$ cat src/rtl/hdmi_data_island_packetizer.sv
// HDMI data-island sequencer: preamble, guard bands and packet nibbles for TMDS
// channels 0..2, with the BCH parity computed serially as the packet goes out.
module hdmi_data_island_packetizer #(
  parameter int MAX_PACKETS  = 18,
  parameter int MIN_CTRL     = 12,
  parameter int PREAMBLE_LEN = 8
) (
  input  logic         clk,
  input  logic         rst,
  input  logic         hsync,
  input  logic         vsync,
  input  logic         pkt_valid,
  output logic         pkt_ready,
  input  logic [23:0]  pkt_header,
  input  logic [223:0] pkt_sub,
  output logic [1:0]   period,
  output logic [3:0]   ctl,
  output logic [3:0]   ch0_nib,
  output logic [3:0]   ch1_nib,
  output logic [3:0]   ch2_nib
);

  localparam logic [1:0] P_CTRL = 2'd0, P_PRE = 2'd1, P_GUARD = 2'd2, P_DATA = 2'd3;

  typedef enum logic [2:0] {S_IDLE, S_PRE, S_LGB, S_PKT, S_TGB, S_GAP} state_t;

  function automatic logic [7:0] bch_step(input logic [7:0] p, input logic b);
    logic fb;
    fb = b ^ p[0];
    return {1'b0, p[7:1]} ^ (fb ? 8'h83 : 8'h00);
  endfunction

  state_t      state;
  logic [15:0] cnt;
  logic [15:0] gap_cnt;
  logic [4:0]  npk;
  logic        more;

  logic [23:0] hdr_buf;
  logic [55:0] sub_buf [4];
  logic [7:0]  hpar;
  logic [7:0]  spar [4];

  logic        load, enter_data, first_data;
  logic [4:0]  idx;
  logic [23:0] src_hdr;
  logic [55:0] src_sub [4];
  logic [7:0]  hpar_nxt;
  logic [7:0]  spar_nxt [4];
  logic [3:0]  d0, d1, d2;

  // Everything needed for the DATA cycle about to be registered: its index,
  // its source bits (straight from the input on the accept edge) and parity.
  always_comb begin
    // NOTE: every signal gets a default first so no path leaves it unassigned (no latch).
    load       = (state == S_LGB && cnt == 16'd1) || (state == S_PKT && cnt == 16'd31 && more);
    enter_data = load || (state == S_PKT && cnt != 16'd31);
    first_data = (state == S_LGB);
    idx        = load ? 5'd0 : cnt[4:0] + 5'd1;
    src_hdr    = load ? pkt_header : hdr_buf;
    hpar_nxt   = hpar;
    d0         = {~first_data, hpar[idx[2:0]], vsync, hsync};
    d1         = 4'd0;
    d2         = 4'd0;
    if (idx < 5'd24) begin
      hpar_nxt = bch_step((idx == 5'd0) ? 8'h00 : hpar, src_hdr[idx]);
      d0[2]    = src_hdr[idx];
    end
    for (int k = 0; k < 4; k++) begin
      src_sub[k]  = load ? pkt_sub[56*k +: 56] : sub_buf[k];
      spar_nxt[k] = spar[k];
      d1[k]       = spar[k][{idx[1:0], 1'b0}];
      d2[k]       = spar[k][{idx[1:0], 1'b1}];
      if (idx < 5'd28) begin
        spar_nxt[k] = bch_step(bch_step((idx == 5'd0) ? 8'h00 : spar[k],
                                        src_sub[k][{idx, 1'b0}]),
                               src_sub[k][{idx, 1'b1}]);
        d1[k] = src_sub[k][{idx, 1'b0}];
        d2[k] = src_sub[k][{idx, 1'b1}];
      end
    end
  end

  // NOTE: packet buffer and parity carry no reset; they are rewritten before use.
  always_ff @(posedge clk) begin
    if (enter_data) begin
      hpar <= hpar_nxt;
      for (int k = 0; k < 4; k++) spar[k] <= spar_nxt[k];
      if (load) begin
        hdr_buf <= pkt_header;
        for (int k = 0; k < 4; k++) sub_buf[k] <= pkt_sub[56*k +: 56];
      end
    end
  end

  // Outputs are registered for the cycle being entered, so each branch sets
  // both the next state and what that state drives.
  always_ff @(posedge clk) begin
    if (rst) begin
      state     <= S_IDLE;
      cnt       <= '0;
      gap_cnt   <= 16'(MIN_CTRL);
      npk       <= '0;
      more      <= 1'b0;
      pkt_ready <= 1'b0;
      period    <= P_CTRL;
      ctl       <= 4'd0;
      ch0_nib   <= 4'd0;
      ch1_nib   <= 4'd0;
      ch2_nib   <= 4'd0;
    end else begin
      // NOTE: non-blocking throughout; later assignments (DATA below) override defaults.
      pkt_ready <= 1'b0;
      period    <= P_CTRL;
      ctl       <= 4'd0;
      ch0_nib   <= 4'd0;
      ch1_nib   <= 4'd0;
      ch2_nib   <= 4'd0;
      case (state)
        S_IDLE: if (pkt_valid && gap_cnt >= 16'(MIN_CTRL)) begin
          state  <= S_PRE;
          cnt    <= '0;
          period <= P_PRE;
          ctl    <= 4'b0101;
        end
        S_PRE: if (cnt == 16'(PREAMBLE_LEN - 1)) begin
          state   <= S_LGB;
          cnt     <= '0;
          period  <= P_GUARD;
          ch0_nib <= {2'b11, vsync, hsync};
        end else begin
          cnt    <= cnt + 16'd1;
          period <= P_PRE;
          ctl    <= 4'b0101;
        end
        S_LGB: if (cnt == 16'd0) begin
          cnt       <= 16'd1;
          period    <= P_GUARD;
          ch0_nib   <= {2'b11, vsync, hsync};
          pkt_ready <= 1'b1;
        end else begin
          state <= S_PKT;
          cnt   <= '0;
          npk   <= 5'd1;
        end
        S_PKT: if (cnt == 16'd31) begin
          more <= 1'b0;
          cnt  <= '0;
          if (more) begin
            npk <= npk + 5'd1;
          end else begin
            state   <= S_TGB;
            period  <= P_GUARD;
            ch0_nib <= {2'b11, vsync, hsync};
          end
        end else begin
          cnt <= cnt + 16'd1;
          // Decide on cycle 30 so the accept strobe is visible during cycle 31.
          if (cnt == 16'd30 && pkt_valid && npk < 5'(MAX_PACKETS)) begin
            pkt_ready <= 1'b1;
            more      <= 1'b1;
          end
        end
        S_TGB: if (cnt == 16'd0) begin
          cnt     <= 16'd1;
          period  <= P_GUARD;
          ch0_nib <= {2'b11, vsync, hsync};
        end else begin
          state   <= S_GAP;
          gap_cnt <= 16'd1;
        end
        S_GAP: if (gap_cnt >= 16'(MIN_CTRL)) state <= S_IDLE;
               else gap_cnt <= gap_cnt + 16'd1;
        default: state <= S_IDLE;
      endcase
      if (enter_data) begin
        period  <= P_DATA;
        ch0_nib <= d0;
        ch1_nib <= d1;
        ch2_nib <= d2;
      end
    end
  end

endmodule

$ cat config.mk
export PLATFORM = sky130hd
export DESIGN_NAME = hdmi_data_island_packetizer
export DESIGN_NICKNAME = d
export VERILOG_FILES = /design/src/rtl/hdmi_data_island_packetizer.sv
export SDC_FILE = /design/constraint.sdc
export NUM_CORES = 1
export LEC_CHECK = 0
export CAP_MARGIN = 20
export CORE_MARGIN = 5
export CORE_UTILIZATION = 42
export CTS_CLUSTER_DIAMETER = 120
export DETAILED_ROUTE_END_ITERATION = 10
export PLACE_DENSITY = 0.69
export RECOVER_POWER = 25
export SLEW_MARGIN = 20
export SYNTH_ARGS = -nofsm -noshare
export SYNTH_HDL_FRONTEND = slang
export SYNTH_SLANG_ARGS = --single-unit
$ cat constraint.sdc
create_clock -name clk -period 22.3 [get_ports clk]
set_input_delay 4.46 -clock clk [delete_from_list [all_inputs] [get_ports clk]]
set_output_delay 4.46 -clock clk [all_outputs]
set_load 0.01 [all_outputs]
==> reports/results.ini <==
[sta]
setup_viol=0
worst_pin_slew_ns=4.376
finalHoldViolations=0
skew_ns=0.01953
relSlewSlack_pct=-193.4
period_needed_ns=11.16
fin_setup_tns_ns=0
finalCritPeriodShare_pct=50.06
clock.fmax_ghz=0.08959
report.final.slew_viol_count=261
rsz0062_at_grt=false

[clock_tree]
cts_hold_buffers=0
post-cts-setup-buffer-count=0
cts_resized=0
h-tree-depth=2
clk_latency_ns=0.55
cts_root_buf=clkbuf_16
cts_tree=yes
cts_buffers=39
clockBufferDepth=3
path_clk_slew_ns=0.06
cts_sinks=345

[setup_path]
timing.critical_path.buf_inv=3
reg2reg_setup_slack_ns=11.14
worstSetupStartpointType=register
crit_path_end_kind=register
crit_required_ns=22.59
cpPeakStageDelay_ns=2.55
path_class=register to register
crit_family=buffers and inverters
cp_cell_sequence=clkbuf_1 -> ha_1 -> nor2b_1 -> a22o_1 -> nand2_1 -> clkinvlp_2 -> clkbuf_1 -> o21ai_1 -> a21oi_1 -> a211oi_1 -> xnor2_1 -> xnor2_1
worstPathArrival_ns=11.45
critPathSlowestCell=clkinvlp_2
crit_path_max_fanout=105

[route]
wl_um=40460
drtAntennaViolNets=0
vias=10220
drc=0
drt_iter0_markers=859
firstDrtPassIters=6
wl_per_cell_um=21.68
vias_per_cell=5.477

[yosys]
syn_area_um2=14950
seq_area_frac_synth_pct=65.48
ys_async_sr_fraction_pct=0
synth_cells=1112
synth_top_area_share_pct=57.85
synth-edff-count=288
synth_cell_types=69
syn_area_per_cell_um2=13.44
yosys.area.top_type=edfxtp_1
yosys_warnings=0
yosys-top-cells-area=edfxtp_1 (58%), dfxtp_1 (7.6%), mux4_2 (5.9%)
yosys_most_used_dff=edfxtp_1
synth-seq-cells=345

[grt]
grt_max_degree=106
grt_pass1_wl_um=60730
grt.total_usage_pct=20.11
first_global_vias=10380
antenna_found_initial=2
grt_overflow_total=0

[floorplanning]
die_h_um=198.7
dieWidth_um=198.7
ios=272
rows=69
core_area_um2=35400
die_area_um2=39470
start_util_pct=42.23

[run_status]
violations=max-capacitance violations, max-slew violations
status=finished with violations

[pwr]
power.density_nw_per_um2=79.10
leakagePower_nw=6.556
ir_drop_v=0.00006840

[place]
dp.final_hpwl_um=28410
io_buffers=269
place_congestion=0.8746
dp.cells=1798

[flow_run]
drv_cap=4

[layout]
final_nets=1638
stdcell_count=1866
area_delta_synth_final_pct=29.76
drive_above_1_share_pct=9.751
n_antenna_cell=0

[worst_hold_path]
hp-class=register to register

cell type report:
type | instances | area [um^2]
Sequential cell | 345 | 9789
Inverter | 16 | 61.31
Clock inverter | 16 | 143.9
Multi-Input combinational cell | 689 | 4898
Timing Repair Buffer | 287 | 2820
Tap cell | 461 | 576.8
Fill cell | 2929 | 16000
Clock buffer | 52 | 1109
cells in the final DEF (no fill, tap or decap), types with 32 or more instances in the layout:
cell type / count
and2_1: 32
nor2_1: 78
clkbuf_16: 42
nand2_1: 140
mux4_2: 39
edfxtp_1: 288
clkdlybuf4s50_1: 269
mux2i_1: 39
a21oi_1: 47
dfxtp_1: 57
synthesized netlist by cell type (all sizes together), types with 3 or more instances:
library cell    n
mux2            8
a211oi         21
and3            8
o21ai          30
inv            16
ha              7
a21oi          48
a22o            3
nand4          12
and2           32
nand3          28
buf            23
a211o           5
clkbuf         40
nor2           79
nor3           15
xnor2          32
nand2b          5
a21o            3
mux4           39
nor4           12
and4            5
or4             3
or3             3
nor2b          12
o22ai           5
dfxtp          57
o221ai          5
edfxtp        288
o2111ai         3
nand2         140
a22oi           4
a21boi          3
o211ai          8
xor2           26
mux2i          39
a31oi          14
through the flow:
stage	utilization (%)	hold slack (ns)	setup slack [ns]	power (W)	cell area, um^2
4_1_cts	54.86	0.4857	16.25	0.001546	19420
5_1_grt	54.80	0.5293	10.32	0.001590	19400
3_5_place_dp	51.32	0.4784	15.68	0.0009257	18170
2_1_floorplan	-	0.4417	13.17	0.0008415	14950
3_3_place_gp	51.32	0.4597	15.76	0.0009229	18170
6_report	54.80	0.4910	11.14	0.001534	19400
where the power goes:
group / switching [W] / internal (W) / total (W)
Combinational: 0.0000919 / 0.000101 / 0.000193
Clock: 0.000256 / 0.000364 / 0.000620
Sequential: 0.00000764 / 0.000714 / 0.000722
Total: 0.000356 / 0.00118 / 0.00153
sequential cells by signal, summed over array words and instances (netlist names), 5 cells and up:
signal	count
sub_buf	224
gap_cnt	16
spar	32
npk	5
hpar	8
hdr_buf	24
cnt	16
worst paths after layout:
path                    start           to  depth (start not counted)
setup / recovery       cnt[0]   spar[0][1]                         12
hold reg to reg   gap_cnt[12]  gap_cnt[12]                          2
hold / removal    gap_cnt[12]  gap_cnt[12]                          2
setup reg to reg       cnt[0]   spar[0][1]                         12
cell families (layout without fill, tap and decap cells):
group                    count (synthesis)  after routing  share of synthesized area, %
AO/OA/AOI/OAI                          173            173                         7.717
XOR/XNOR                                58             58                         3.398
adder cells (fa/ha/maj)                  7              7                        0.5858
buffers and inverters                   79            371                         2.134
flip-flops                             345            345                         65.48
multiplexers                            86             86                         9.089
other                                    1              2                       0.02508
AND/OR/NAND/NOR                        363            363                         11.57
per-layer routing:
layer	wire (um)	GRT usage [%]	vias up
met5	13	0	-
met4	1276	6.864	2
met3	3940	6.792	71
met2	19100	31.88	464
met1	16130	26.15	4968
li1	-	-	4715
worst reg2reg max path, delay by kind of cell (launching register included):
kind	cells	cell delay [ns]
compound gates	4	1.90
xor+xnor	2	0.40
fa+ha+maj	1	0.40
buf+inv	3	7.36
flops	1	0.42
simple gates	2	0.42
No activity file was read; power rests on OpenSTA's default activity.
